===== src/rtl/uart_pkg.sv =====
// uart_pkg: shared definitions for the memory-mapped UART.
//   - Word addresses of the TXD, RXD and CON registers.
//   - Bit positions inside the CON register.
//   - State encoding shared by the TX and RX frame sequencers.
//   - Tick reload values for a full bit and for half a bit (start-bit midpoint).
package uart_pkg;

    localparam logic [31:0] UART_TXD_ADDR = 32'h4000_0018;
    localparam logic [31:0] UART_RXD_ADDR = 32'h4000_001C;
    localparam logic [31:0] UART_CON_ADDR = 32'h4000_0020;

    localparam int CON_IRQ_EN   = 1;
    localparam int CON_TX_DONE  = 2;
    localparam int CON_RX_VALID = 3;
    localparam int CON_TX_BUSY  = 4;
    localparam int CON_OVERRUN  = 5;

    // Ticks are counted down and the terminal count is 0, so a full bit
    // reloads 15 (16 ticks) and the start-bit midpoint reloads 7 (8 ticks).
    localparam logic [3:0] TICKS_BIT_M1  = 4'd15;
    localparam logic [3:0] TICKS_HALF_M1 = 4'd7;

    typedef enum logic [1:0] {
        IDLE  = 2'd0,
        START = 2'd1,
        DATA  = 2'd2,
        STOP  = 2'd3
    } uart_state_t;

endpackage


===== src/rtl/uart_baud_tick.sv =====
// uart_baud_tick: free-running 16x oversample tick generator.
//   clk   in  system clock
//   reset in  asynchronous, active-high reset
//   tick  out one-cycle pulse every DIV clocks
// The counter runs down and reloads at its terminal count of 0; it resets to
// 0, so the first tick is issued in the first cycle after reset.
module uart_baud_tick #(
    parameter int DIV = 1
) (
    input  logic clk,
    input  logic reset,
    output logic tick
);

    localparam int W = (DIV > 1) ? $clog2(DIV) : 1;
    localparam logic [W-1:0] RELOAD = W'(DIV - 1);

    logic [W-1:0] cnt;

    always_ff @(posedge clk or posedge reset) begin
        if (reset) begin
            cnt <= '0;
        end else if (cnt == '0) begin
            cnt <= RELOAD;
        end else begin
            cnt <= cnt - 1'b1;
        end
    end

    assign tick = (cnt == '0);

endmodule


===== src/rtl/uart_mmio.sv =====
// uart_mmio: memory-mapped UART responder on the single-cycle MIPS data bus.
//   clk        in  system clock
//   reset      in  asynchronous, active-high reset
//   Address    in  CPU byte address
//   WriteData  in  store data
//   MemRead    in  load strobe (read side effects commit at the clock edge)
//   MemWrite   in  store strobe
//   ReadData   out load data, combinational from Address and registers
//   rx         in  serial input, idle high, asynchronous to clk
//   tx         out serial output, idle high
//   irq        out interrupt, only when UART_IRQ_EN is defined
// Build option: define UART_IRQ_EN to add the irq port and the writable
// CON.irq_en bit; without it CON bit1 reads 0 and CON stores are ignored.
//
// TX and RX sequencers (both use uart_state_t):
//   state | meaning
//   IDLE  | line idle; TX waits for a TXD store, RX waits for a low on rx
//   START | TX drives 0 for 16 ticks; RX waits 8 ticks then checks for low
//   DATA  | 8 bits LSB first, 16 ticks each (RX samples mid-bit)
//   STOP  | TX drives 1 for 16 ticks; RX samples once, high = good byte
module uart_mmio
    import uart_pkg::*;
#(
    parameter int CLK_FREQ = 100_000_000,
    parameter int BAUD     = 9600
) (
    input  logic        clk,
    input  logic        reset,
    input  logic [31:0] Address,
    input  logic [31:0] WriteData,
    input  logic        MemRead,
    input  logic        MemWrite,
    output logic [31:0] ReadData,
    input  logic        rx,
    output logic        tx
`ifdef UART_IRQ_EN
    ,
    output logic        irq
`endif
);

    localparam int DIV_RAW = CLK_FREQ / (BAUD * 16);
    localparam int DIV     = (DIV_RAW < 1) ? 1 : DIV_RAW;

    logic tick;

    uart_baud_tick #(.DIV(DIV)) u_tick (
        .clk   (clk),
        .reset (reset),
        .tick  (tick)
    );

    // ---------------------------------------------------------------- decode
    logic is_txd, is_rxd, is_con;
    logic txd_store, rxd_load, con_load;

    assign is_txd    = (Address == UART_TXD_ADDR);
    assign is_rxd    = (Address == UART_RXD_ADDR);
    assign is_con    = (Address == UART_CON_ADDR);
    assign txd_store = MemWrite & is_txd;
    assign rxd_load  = MemRead & is_rxd;
    assign con_load  = MemRead & is_con;

    logic unused_wdata;
    assign unused_wdata = ^WriteData[31:8];

    // -------------------------------------------------------------------- TX
    uart_state_t tx_state, tx_state_nx;
    logic [7:0]  tx_shift, tx_shift_nx;
    logic [3:0]  tx_cnt, tx_cnt_nx;
    logic [2:0]  tx_bit, tx_bit_nx;
    logic        tx_nx;
    logic        tx_done_set;
    logic        tx_busy;

    assign tx_busy = (tx_state != IDLE);

    always_ff @(posedge clk or posedge reset) begin
        if (reset) begin
            tx_state <= IDLE;
            tx_shift <= '0;
            tx_cnt   <= '0;
            tx_bit   <= '0;
            tx       <= 1'b1;
        end else begin
            tx_state <= tx_state_nx;
            tx_shift <= tx_shift_nx;
            tx_cnt   <= tx_cnt_nx;
            tx_bit   <= tx_bit_nx;
            tx       <= tx_nx;
        end
    end

    always_comb begin
        tx_state_nx = tx_state;
        tx_shift_nx = tx_shift;
        tx_cnt_nx   = tx_cnt;
        tx_bit_nx   = tx_bit;
        tx_done_set = 1'b0;
        unique case (tx_state)
            IDLE: begin
                if (txd_store) begin
                    tx_state_nx = START;
                    tx_shift_nx = WriteData[7:0];
                    tx_cnt_nx   = TICKS_BIT_M1;
                end
            end
            START: begin
                if (tick) begin
                    if (tx_cnt == 4'd0) begin
                        tx_state_nx = DATA;
                        tx_cnt_nx   = TICKS_BIT_M1;
                        tx_bit_nx   = 3'd0;
                    end else begin
                        tx_cnt_nx = tx_cnt - 4'd1;
                    end
                end
            end
            DATA: begin
                if (tick) begin
                    if (tx_cnt == 4'd0) begin
                        tx_cnt_nx   = TICKS_BIT_M1;
                        tx_shift_nx = {1'b0, tx_shift[7:1]};
                        if (tx_bit == 3'd7) begin
                            tx_state_nx = STOP;
                        end else begin
                            tx_bit_nx = tx_bit + 3'd1;
                        end
                    end else begin
                        tx_cnt_nx = tx_cnt - 4'd1;
                    end
                end
            end
            STOP: begin
                if (tick) begin
                    if (tx_cnt == 4'd0) begin
                        tx_state_nx = IDLE;
                        tx_done_set = 1'b1;
                    end else begin
                        tx_cnt_nx = tx_cnt - 4'd1;
                    end
                end
            end
            default: tx_state_nx = IDLE;
        endcase

        // tx is registered from the next state so the line never glitches
        // on a multi-bit state change.
        case (tx_state_nx)
            START:   tx_nx = 1'b0;
            DATA:    tx_nx = tx_shift_nx[0];
            default: tx_nx = 1'b1;
        endcase
    end

    // -------------------------------------------------------------------- RX
    logic rx_meta, rx_sync;

    always_ff @(posedge clk or posedge reset) begin
        if (reset) begin
            rx_meta <= 1'b1;
            rx_sync <= 1'b1;
        end else begin
            rx_meta <= rx;
            rx_sync <= rx_meta;
        end
    end

    uart_state_t rx_state, rx_state_nx;
    logic [7:0]  rx_shift, rx_shift_nx;
    logic [3:0]  rx_cnt, rx_cnt_nx;
    logic [2:0]  rx_bit, rx_bit_nx;
    logic        rx_done;

    always_ff @(posedge clk or posedge reset) begin
        if (reset) begin
            rx_state <= IDLE;
            rx_shift <= '0;
            rx_cnt   <= '0;
            rx_bit   <= '0;
        end else begin
            rx_state <= rx_state_nx;
            rx_shift <= rx_shift_nx;
            rx_cnt   <= rx_cnt_nx;
            rx_bit   <= rx_bit_nx;
        end
    end

    always_comb begin
        rx_state_nx = rx_state;
        rx_shift_nx = rx_shift;
        rx_cnt_nx   = rx_cnt;
        rx_bit_nx   = rx_bit;
        rx_done     = 1'b0;
        unique case (rx_state)
            IDLE: begin
                if (!rx_sync) begin
                    rx_state_nx = START;
                    rx_cnt_nx   = TICKS_HALF_M1;
                end
            end
            START: begin
                if (tick) begin
                    if (rx_cnt == 4'd0) begin
                        // A line that is high again at mid-start was a glitch.
                        if (rx_sync) begin
                            rx_state_nx = IDLE;
                        end else begin
                            rx_state_nx = DATA;
                            rx_cnt_nx   = TICKS_BIT_M1;
                            rx_bit_nx   = 3'd0;
                        end
                    end else begin
                        rx_cnt_nx = rx_cnt - 4'd1;
                    end
                end
            end
            DATA: begin
                if (tick) begin
                    if (rx_cnt == 4'd0) begin
                        rx_cnt_nx   = TICKS_BIT_M1;
                        rx_shift_nx = {rx_sync, rx_shift[7:1]};
                        if (rx_bit == 3'd7) begin
                            rx_state_nx = STOP;
                        end else begin
                            rx_bit_nx = rx_bit + 3'd1;
                        end
                    end else begin
                        rx_cnt_nx = rx_cnt - 4'd1;
                    end
                end
            end
            STOP: begin
                if (tick) begin
                    if (rx_cnt == 4'd0) begin
                        rx_state_nx = IDLE;
                        rx_done     = rx_sync;
                    end else begin
                        rx_cnt_nx = rx_cnt - 4'd1;
                    end
                end
            end
            default: rx_state_nx = IDLE;
        endcase
    end

    // ----------------------------------------------------------------- flags
    // Set always beats clear when both happen in the same cycle.
    logic [7:0] rx_data;
    logic       rx_valid, overrun, tx_done;

    always_ff @(posedge clk or posedge reset) begin
        if (reset) begin
            rx_data  <= '0;
            rx_valid <= 1'b0;
            overrun  <= 1'b0;
            tx_done  <= 1'b0;
        end else begin
            if (rx_done) begin
                rx_data <= rx_shift;
            end

            if (rx_done) begin
                rx_valid <= 1'b1;
            end else if (rxd_load) begin
                rx_valid <= 1'b0;
            end

            if (rx_done && rx_valid) begin
                overrun <= 1'b1;
            end else if (con_load) begin
                overrun <= 1'b0;
            end

            if (tx_done_set) begin
                tx_done <= 1'b1;
            end else if (con_load) begin
                tx_done <= 1'b0;
            end
        end
    end

`ifdef UART_IRQ_EN
    logic irq_en;
    logic con_store;

    assign con_store = MemWrite & is_con;

    always_ff @(posedge clk or posedge reset) begin
        if (reset) begin
            irq_en <= 1'b0;
            irq    <= 1'b0;
        end else begin
            if (con_store) begin
                irq_en <= WriteData[CON_IRQ_EN];
            end
            irq <= irq_en & (rx_valid | tx_done);
        end
    end
`endif

    // -------------------------------------------------------------- readback
    always_comb begin
        ReadData = '0;
        if (is_rxd) begin
            ReadData[7:0] = rx_data;
        end else if (is_con) begin
            ReadData[CON_TX_DONE]  = tx_done;
            ReadData[CON_RX_VALID] = rx_valid;
            ReadData[CON_TX_BUSY]  = tx_busy;
            ReadData[CON_OVERRUN]  = overrun;
`ifdef UART_IRQ_EN
            ReadData[CON_IRQ_EN]   = irq_en;
`endif
        end
    end

endmodule


===== config.mk =====
export PLATFORM = sky130hd
export DESIGN_NAME = uart_mmio
export DESIGN_NICKNAME = d
export VERILOG_FILES = /design/src/rtl/uart_pkg.sv /design/src/rtl/uart_baud_tick.sv /design/src/rtl/uart_mmio.sv
export SDC_FILE = /design/constraint.sdc
export NUM_CORES = 1
export LEC_CHECK = 0
export CAP_MARGIN = 25
export CORE_ASPECT_RATIO = 1.2
export CORE_MARGIN = 5
export CORE_UTILIZATION = 47
export CTS_CLUSTER_SIZE = 40
export DETAILED_ROUTE_END_ITERATION = 6
export HOLD_SLACK_MARGIN = 0.12
export PLACE_DENSITY_LB_ADDON = 0.1
export SYNTH_ARGS = -nofsm -noshare
export SYNTH_HDL_FRONTEND = slang
export SYNTH_SLANG_ARGS = --single-unit

===== constraint.sdc =====
create_clock -name clk -period 7.1 [get_ports clk]
set_input_delay 1.42 -clock clk [delete_from_list [all_inputs] [get_ports clk]]
set_output_delay 1.42 -clock clk [all_outputs]
set_load 0.02 [all_outputs]

==> results of run 1 <==
==> path summary, 6_finish.rpt <==
kind,startpoint,end,slack [ns]
hold / removal,rx_meta,rx_sync,0.36
hold reg to reg,rx_meta,rx_sync,0.36
setup reg to reg,u_tick.cnt[0],rx_data[6],4.18
max in group asynchronous,reset,tx_bit[0],5.02
min in group asynchronous,reset,rx_cnt[0],1.61
setup / recovery,Address[14],ReadData[4],1.94
==> Yosys cell counts, types with 5 or more instances <==
cell type	number	share of area, %
sky130_fd_sc_hd__dfrtp_1	55	41
sky130_fd_sc_hd__nor2_1	25	2.8
sky130_fd_sc_hd__buf_4	24	5.3
sky130_fd_sc_hd__nand2_1	21	2.3
sky130_fd_sc_hd__a21oi_1	20	3.0
sky130_fd_sc_hd__inv_1	18	2.0
sky130_fd_sc_hd__ha_1	17	6.3
sky130_fd_sc_hd__o21ai_0	14	2.1
sky130_fd_sc_hd__a22o_1	10	2.6
sky130_fd_sc_hd__mux2_2	10	3.3
sky130_fd_sc_hd__nor4_1	9	1.7
sky130_fd_sc_hd__mux2_1	7	2.3
sky130_fd_sc_hd__a32oi_1	6	1.6
sky130_fd_sc_hd__o21ai_1	6	0.89
sky130_fd_sc_hd__and2_1	5	0.93
sky130_fd_sc_hd__clkbuf_1	5	0.56
sky130_fd_sc_hd__nand3_1	5	0.74
sky130_fd_sc_hd__nor3_1	5	0.74
==> logic make-up after synthesis <==
group | synth area share (%)
multiplexers | 6.41
other | 0.111
AND/OR/NAND/NOR | 18.6
XOR/XNOR | 1.04
buffers and inverters | 8.85
flip-flops | 43.1
AO/OA/AOI/OAI | 15.6
adder cells (fa/ha/maj) | 6.30
==> worst max-delay path, stage by stage <==
cell,delay (ns)
sky130_fd_sc_hd__clkdlybuf4s50_1,0.39
sky130_fd_sc_hd__nor4_1,0.34
sky130_fd_sc_hd__nand4_1,0.23
sky130_fd_sc_hd__nor4_1,0.28
sky130_fd_sc_hd__and3_1,0.30
sky130_fd_sc_hd__a22o_1,0.16
sky130_fd_sc_hd__clkdlybuf4s50_1,0.62
==> metrics by stage <==
step	cells	utilization (%)
4_1_cts	480	59.6
2_1_floorplan	355	-
5_1_grt	480	59.6
3_3_place_gp	464	56.0
6_report	480	59.6
3_5_place_dp	464	56.0
==> placed cells by master, fill, tap and decap left out, types with 3 or more instances in the layout <==
cell,n
sky130_fd_sc_hd__mux2_1,7
sky130_fd_sc_hd__conb_1,24
sky130_fd_sc_hd__nand2_1,21
sky130_fd_sc_hd__nor4_1,9
sky130_fd_sc_hd__clkbuf_8,9
sky130_fd_sc_hd__mux2_2,10
sky130_fd_sc_hd__a21oi_2,3
sky130_fd_sc_hd__or4_1,3
sky130_fd_sc_hd__nor2_1,25
sky130_fd_sc_hd__a22o_1,10
sky130_fd_sc_hd__inv_1,17
sky130_fd_sc_hd__ha_1,17
sky130_fd_sc_hd__nand3_1,5
sky130_fd_sc_hd__o21ai_1,6
sky130_fd_sc_hd__a32oi_1,6
sky130_fd_sc_hd__nor3b_1,4
sky130_fd_sc_hd__clkdlybuf4s50_1,53
sky130_fd_sc_hd__xnor2_1,4
sky130_fd_sc_hd__dfstp_2,3
sky130_fd_sc_hd__nor3_1,5
sky130_fd_sc_hd__or3_1,3
sky130_fd_sc_hd__and2_1,5
sky130_fd_sc_hd__bufinv_16,3
sky130_fd_sc_hd__a21o_1,3
sky130_fd_sc_hd__dfrtp_1,55
sky130_fd_sc_hd__a21oi_1,20
sky130_fd_sc_hd__o21ai_0,14
sky130_fd_sc_hd__nor4b_1,4
==> final cells by class <==
cell class / instances / share of cell area (%)
multi-input cells: 246 / 41.3
flip-flops and latches: 58 / 35.2
repair buffers: 55 / 13.2
clock inverters: 7 / 3.03
clock buffers: 9 / 3.00
well taps: 87 / 2.63
inverters: 18 / 1.63
==> routing by layer <==
metal  part of all wire, %  routed length [um]  vias up  global-route usage (%)
li1                      -                   -     1265                       -
met1                    43                2900     1212                    20.4
met2                    52                3560       51                    25.7
met3                   4.4                 298        4                    4.48
met4                  0.72                  49        0                    4.72
met5                     0                   0        -                       0
==> where the power goes <==
part | total, mW | switching [mW] | internal [mW]
Clock | 0.381 | 0.144 | 0.237
Sequential | 0.346 | 0.00579 | 0.341
Combinational | 0.0554 | 0.0275 | 0.0279
==> registers in the layout, summed over array words and instances, names as in the netlist, 2 cells and up, named ones only <==
name	count
tx_shift	8
rx_bit	3
tx_bit	3
tx_state	2
rx_cnt	4
rx_shift	8
u_tick.cnt	10
tx_cnt	4
rx_data	8
==> impl_metrics.py, run 1 <==
metrics = {
    "outcome": {
        "status": "finished clean",
    },
    "clocking": {
        "cts_max_level": 3,
        "hold_buffers": 0,
        "cts-root-to-sink-buffers": 2,
        "cts.sink_count": 58,
        "clock_tree_from_tritoncts": "built",
        "number_of_clock_buffers_inserted_by_tritoncts": 9,
        "count_of_buffers_added_by_post_cts_timing_repair_for_setup": 0,
        "cts_root_buf": "sky130_fd_sc_hd__clkbuf_8",
        "worst_setup_hold_path_clk_slew_ns": 0.07,
        "cts_repair_resize_count": 0,
        "clock_insertion_delay_worst_skew_ns": 0.33,
    },
    "logic_synthesis": {
        "syn_area_per_cell_um2": 10.2,
        "ys.warnings.count": 0,
        "yosysSeqAreaShare_pct": 43.1,
        "post_synth_num_cell_types": 59,
        "async_reset_ff_share_pct": 100,
        "number_of_flops_mapped_to_enable_cells_by_yosys": 0,
        "post_synth_instance_area_um2": 3380,
        "postSynthCellCount": 332,
        "synthesis_stage_register_bit_count": 58,
        "synth_top_flop_cell": "sky130_fd_sc_hd__dfrtp_1",
    },
    "sta": {
        "rsz_0062_raised_after_global_routing": "no",
        "layout_setup_ws_ns": 1.94,
        "finalWorstPathRequiredPeriod_ns": 5.16,
        "finalClockSkew_ns": 0.0105,
        "maxClockFrequency_ghz": 0.194,
        "hold_ws_ns": 0.359,
        "final_hold_viol_count": 0,
        "slew-limit-headroom_pct": 52.9,
        "setup_tns_ns": 0,
        "setup_violations": 0,
        "tightestPinTransition_ns": 0.707,
        "final-max-slew-violation-count": 0,
        "timing.final.crit_share_pct": 72.7,
    },
    "setup_path": {
        "criticalPathCategory": "input port to output pin",
        "timing.reg2reg.worst_path_depth": 7,
        "setup.worst_path.start_class": "input port",
        "timing.critical_path.to_type": "output pin",
        "timing.critical_path.required_ns": 5.68,
        "worst_ep_arrival_time_ns": 3.74,
        "path_max_fanout": 5,
    },
    "place": {
        "io_buffers": 53,
        "routabilityCongestion": 0.838,
        "hpwlAfterDp_um": 5080,
        "dp_worst_setup_slack_ns": 1.93,
        "dpl_cell_area_um2": 3890,
    },
    "final_layout": {
        "multiInputGateArea_um2": 1710,
        "layout_overhead_on_the_synthesized_area_pct": 22.5,
        "nNetsFinal": 474,
        "final_design_area_no_fill_um2": 4140,
        "seq_area_um2": 1460,
        "fillers": 587,
        "diodes": 0,
        "layout-drive-gt1-share_pct": 12.5,
    },
    "min_path": {
        "hold_path_class": "register to register",
        "hold_depth": 0,
    },
    "drt": {
        "drtIter0Drc": 103,
        "num_vias": 2532,
        "drcViolationCount": 0,
        "drt-pass1-iter-count": 4,
        "ant_nets": 0,
        "routed_wl_um": 6810,
        "via_per_inst": 5.28,
        "drt-wirelength-per-cell_um": 14.2,
    },
    "global_route": {
        "initial_antenna_violation_count": 0,
        "grt.total_usage_pct": 15.8,
        "grt.overflow.total": 0,
        "grt_pass1_vias": 2443,
        "first_pass_grt_wire_length_um": 11400,
        "grt_max_degree": 59,
    },
    "floorplan": {
        "floorplan.rows": 33,
        "die_width_um": 87.4,
        "die_h_um": 103,
        "boundaryPins": 102,
        "core_region_area_um2": 6940,
        "initial_core_util_pct": 48.7,
        "floorplan.die_area_um2": 8990,
    },
    "power_and_ir_drop": {
        "max-vdd-ir-drop_v": 0.000214,
        "power.total_mw": 0.782,
        "power_density_nw_per_um2": 189,
        "power.static_leakage_nw": 1.88,
    },
    "flow_run": {
        "max-cap-violations": 0,
    },
}
No activity file was read; power rests on OpenSTA's default activity.
==> run 2: changes to the inputs <==
==> constraint.sdc (replaced) <==
create_clock -name clk -period 4.9 [get_ports clk]
set_input_delay 0.98 -clock clk [delete_from_list [all_inputs] [get_ports clk]]
set_output_delay 0.98 -clock clk [all_outputs]
set_load 0.02 [all_outputs]
==> impl_metrics.py, run 2 (synthesis results as in run 1) <==
metrics = {
    "outcome": {
        "status": "finished clean",
    },
    "sta": {
        "tightestPinTransition_ns": 0.633,
        "hold_ws_ns": 0.359,
        "final-max-slew-violation-count": 0,
        "rsz_0062_raised_after_global_routing": "no",
        "final_hold_viol_count": 0,
        "timing.final.crit_share_pct": 88.5,
        "slew-limit-headroom_pct": 57.6,
        "finalClockSkew_ns": 0.00566,
        "layout_setup_ws_ns": 0.566,
        "setup_tns_ns": 0,
        "setup_violations": 0,
        "maxClockFrequency_ghz": 0.231,
        "finalWorstPathRequiredPeriod_ns": 4.33,
    },
    "final_layout": {
        "layout_common_cells": "sky130_fd_sc_hd__dfrtp_1 (55), sky130_fd_sc_hd__clkdlybuf4s50_1 (53), sky130_fd_sc_hd__nor2_1 (25), sky130_fd_sc_hd__conb_1 (24), sky130_fd_sc_hd__nand2_1 (21)",
        "regMostFlops": "u_tick.cnt",
        "diodes": 0,
        "final_core_util_pct": 59.8,
        "layout-drive-gt1-share_pct": 12.5,
        "largest_register_ff_count": 10,
        "nNetsFinal": 474,
        "layout_commonest_cell": "sky130_fd_sc_hd__dfrtp_1",
        "final_design_area_no_fill_um2": 4150,
        "final_standard_cell_count_with_taps_included_and_fillers_excluded": 480,
        "layout_overhead_on_the_synthesized_area_pct": 22.9,
    },
    "place": {
        "instance_count_after_placement_with_tap_cells_included": 464,
        "io_buffers": 53,
        "hpwlAfterDp_um": 5160,
        "routabilityCongestion": 0.802,
        "dpl_cell_area_um2": 3890,
        "dp_worst_setup_slack_ns": 0.631,
    },
    "power_and_ir_drop": {
        "power_density_nw_per_um2": 283,
        "max-vdd-ir-drop_v": 0.000167,
        "switching_share_pct": 21.5,
        "power.static_leakage_nw": 1.89,
        "power_frac_clock_pct": 50.5,
        "logic_gate_share_of_total_power_pct": 6.9,
        "net_switching_power_of_the_design_mw": 0.253,
        "power.total_mw": 1.18,
        "seq_power_share_pct": 42.7,
        "cell_internal_pwr_mw": 0.923,
    },
    "floorplan": {
        "floorplan.rows": 33,
        "die_width_um": 87.4,
        "initial_core_util_pct": 48.7,
        "core_region_area_um2": 6940,
        "die_h_um": 103,
        "boundaryPins": 102,
        "floorplan.die_area_um2": 8990,
    },
    "setup_path": {
        "timing.critical_path.required_ns": 3.92,
        "criticalPathCategory": "input port to output pin",
        "r2r_start": "u_tick.cnt[0]",
        "worst_ep_arrival_time_ns": 3.35,
        "path_max_fanout": 5,
        "crit_path_start": "Address[13]",
        "setup.worst_path.start_class": "input port",
        "timing.critical_path.to_type": "output pin",
    },
    "global_route": {
        "grt.total_usage_pct": 16.4,
        "first_pass_grt_wire_length_um": 11700,
        "grt.overflow.total": 0,
        "grt_pass1_vias": 2523,
        "initial_antenna_violation_count": 0,
        "grt_max_degree": 37,
    },
    "clocking": {
        "cts.sink_count": 58,
        "cts_repair_resize_count": 0,
        "cts_max_level": 3,
        "hold_buffers": 0,
        "cts_root_buf": "sky130_fd_sc_hd__clkbuf_8",
        "cts-root-to-sink-buffers": 2,
        "clock_tree_from_tritoncts": "built",
        "count_of_buffers_added_by_post_cts_timing_repair_for_setup": 0,
        "number_of_clock_buffers_inserted_by_tritoncts": 9,
        "worst_setup_hold_path_clk_slew_ns": 0.07,
        "clock_insertion_delay_worst_skew_ns": 0.34,
    },
    "drt": {
        "via_per_inst": 5.30,
        "ant_nets": 0,
        "drtIter0Drc": 127,
        "drcViolationCount": 0,
        "drt-wirelength-per-cell_um": 14.6,
        "routed_wl_um": 6990,
        "drt-pass1-iter-count": 4,
        "num_vias": 2545,
    },
    "min_path": {
        "hold_path_class": "register to register",
        "hold_path_startpoint": "rx_meta",
    },
    "flow_run": {
        "max-cap-violations": 0,
    },
}
==> run 2: worst max-delay path: stages <==
cell and delay (ns):
sky130_fd_sc_hd__clkdlybuf4s50_1 0.40, sky130_fd_sc_hd__nor4_1 0.35, sky130_fd_sc_hd__nand4_1 0.23, sky130_fd_sc_hd__nor4_1 0.29, sky130_fd_sc_hd__and3_1 0.31, sky130_fd_sc_hd__a22o_1 0.17, sky130_fd_sc_hd__clkdlybuf4s50_1 0.61
==> run 2: layout make-up <==
class | count | area, um2
fillers | 596 | 2790
multi-input cells | 246 | 1710
flip-flops and latches | 58 | 1460
repair buffers | 55 | 546
clock inverters | 7 | 141
clock buffers | 9 | 124
well taps | 87 | 109
inverters | 18 | 67.6
==> run 2: power groups by stage <==
stage | combinational (mW) | clock (mW) | sequential, mW
5_1_grt | 0.0889 | 0.621 | 0.503
3_5_place_dp | 0.0810 | 0 | 0.511
3_3_place_gp | 0.0798 | 0 | 0.510
6_report | 0.0807 | 0.594 | 0.502
2_1_floorplan | 0.0549 | 0 | 0.508
4_1_cts | 0.0816 | 0.605 | 0.502
==> run 2: worst paths after layout <==
| check | endpoint | cells after the start | slack [ns] |
|---|---|---|---|
| setup / recovery | ReadData[3] | 7 | 0.57 |
| hold reg to reg | rx_sync | 0 | 0.36 |
| min in group asynchronous | rx_cnt[1] | 2 | 0.98 |
| hold / removal | rx_sync | 0 | 0.36 |
| setup reg to reg | rx_data[6] | 7 | 2.00 |
| max in group asynchronous | rx_meta | 3 | 3.06 |
==> run 2: layer usage <==
metal	GRT usage, %	wire length, um	vias up	share of wire [%]
met4	7.91	138	0	2.0
met1	20.5	3020	1235	43
li1	-	-	1262	-
met5	0	0	-	0
met3	3.20	238	10	3.4
met2	27.3	3590	38	51
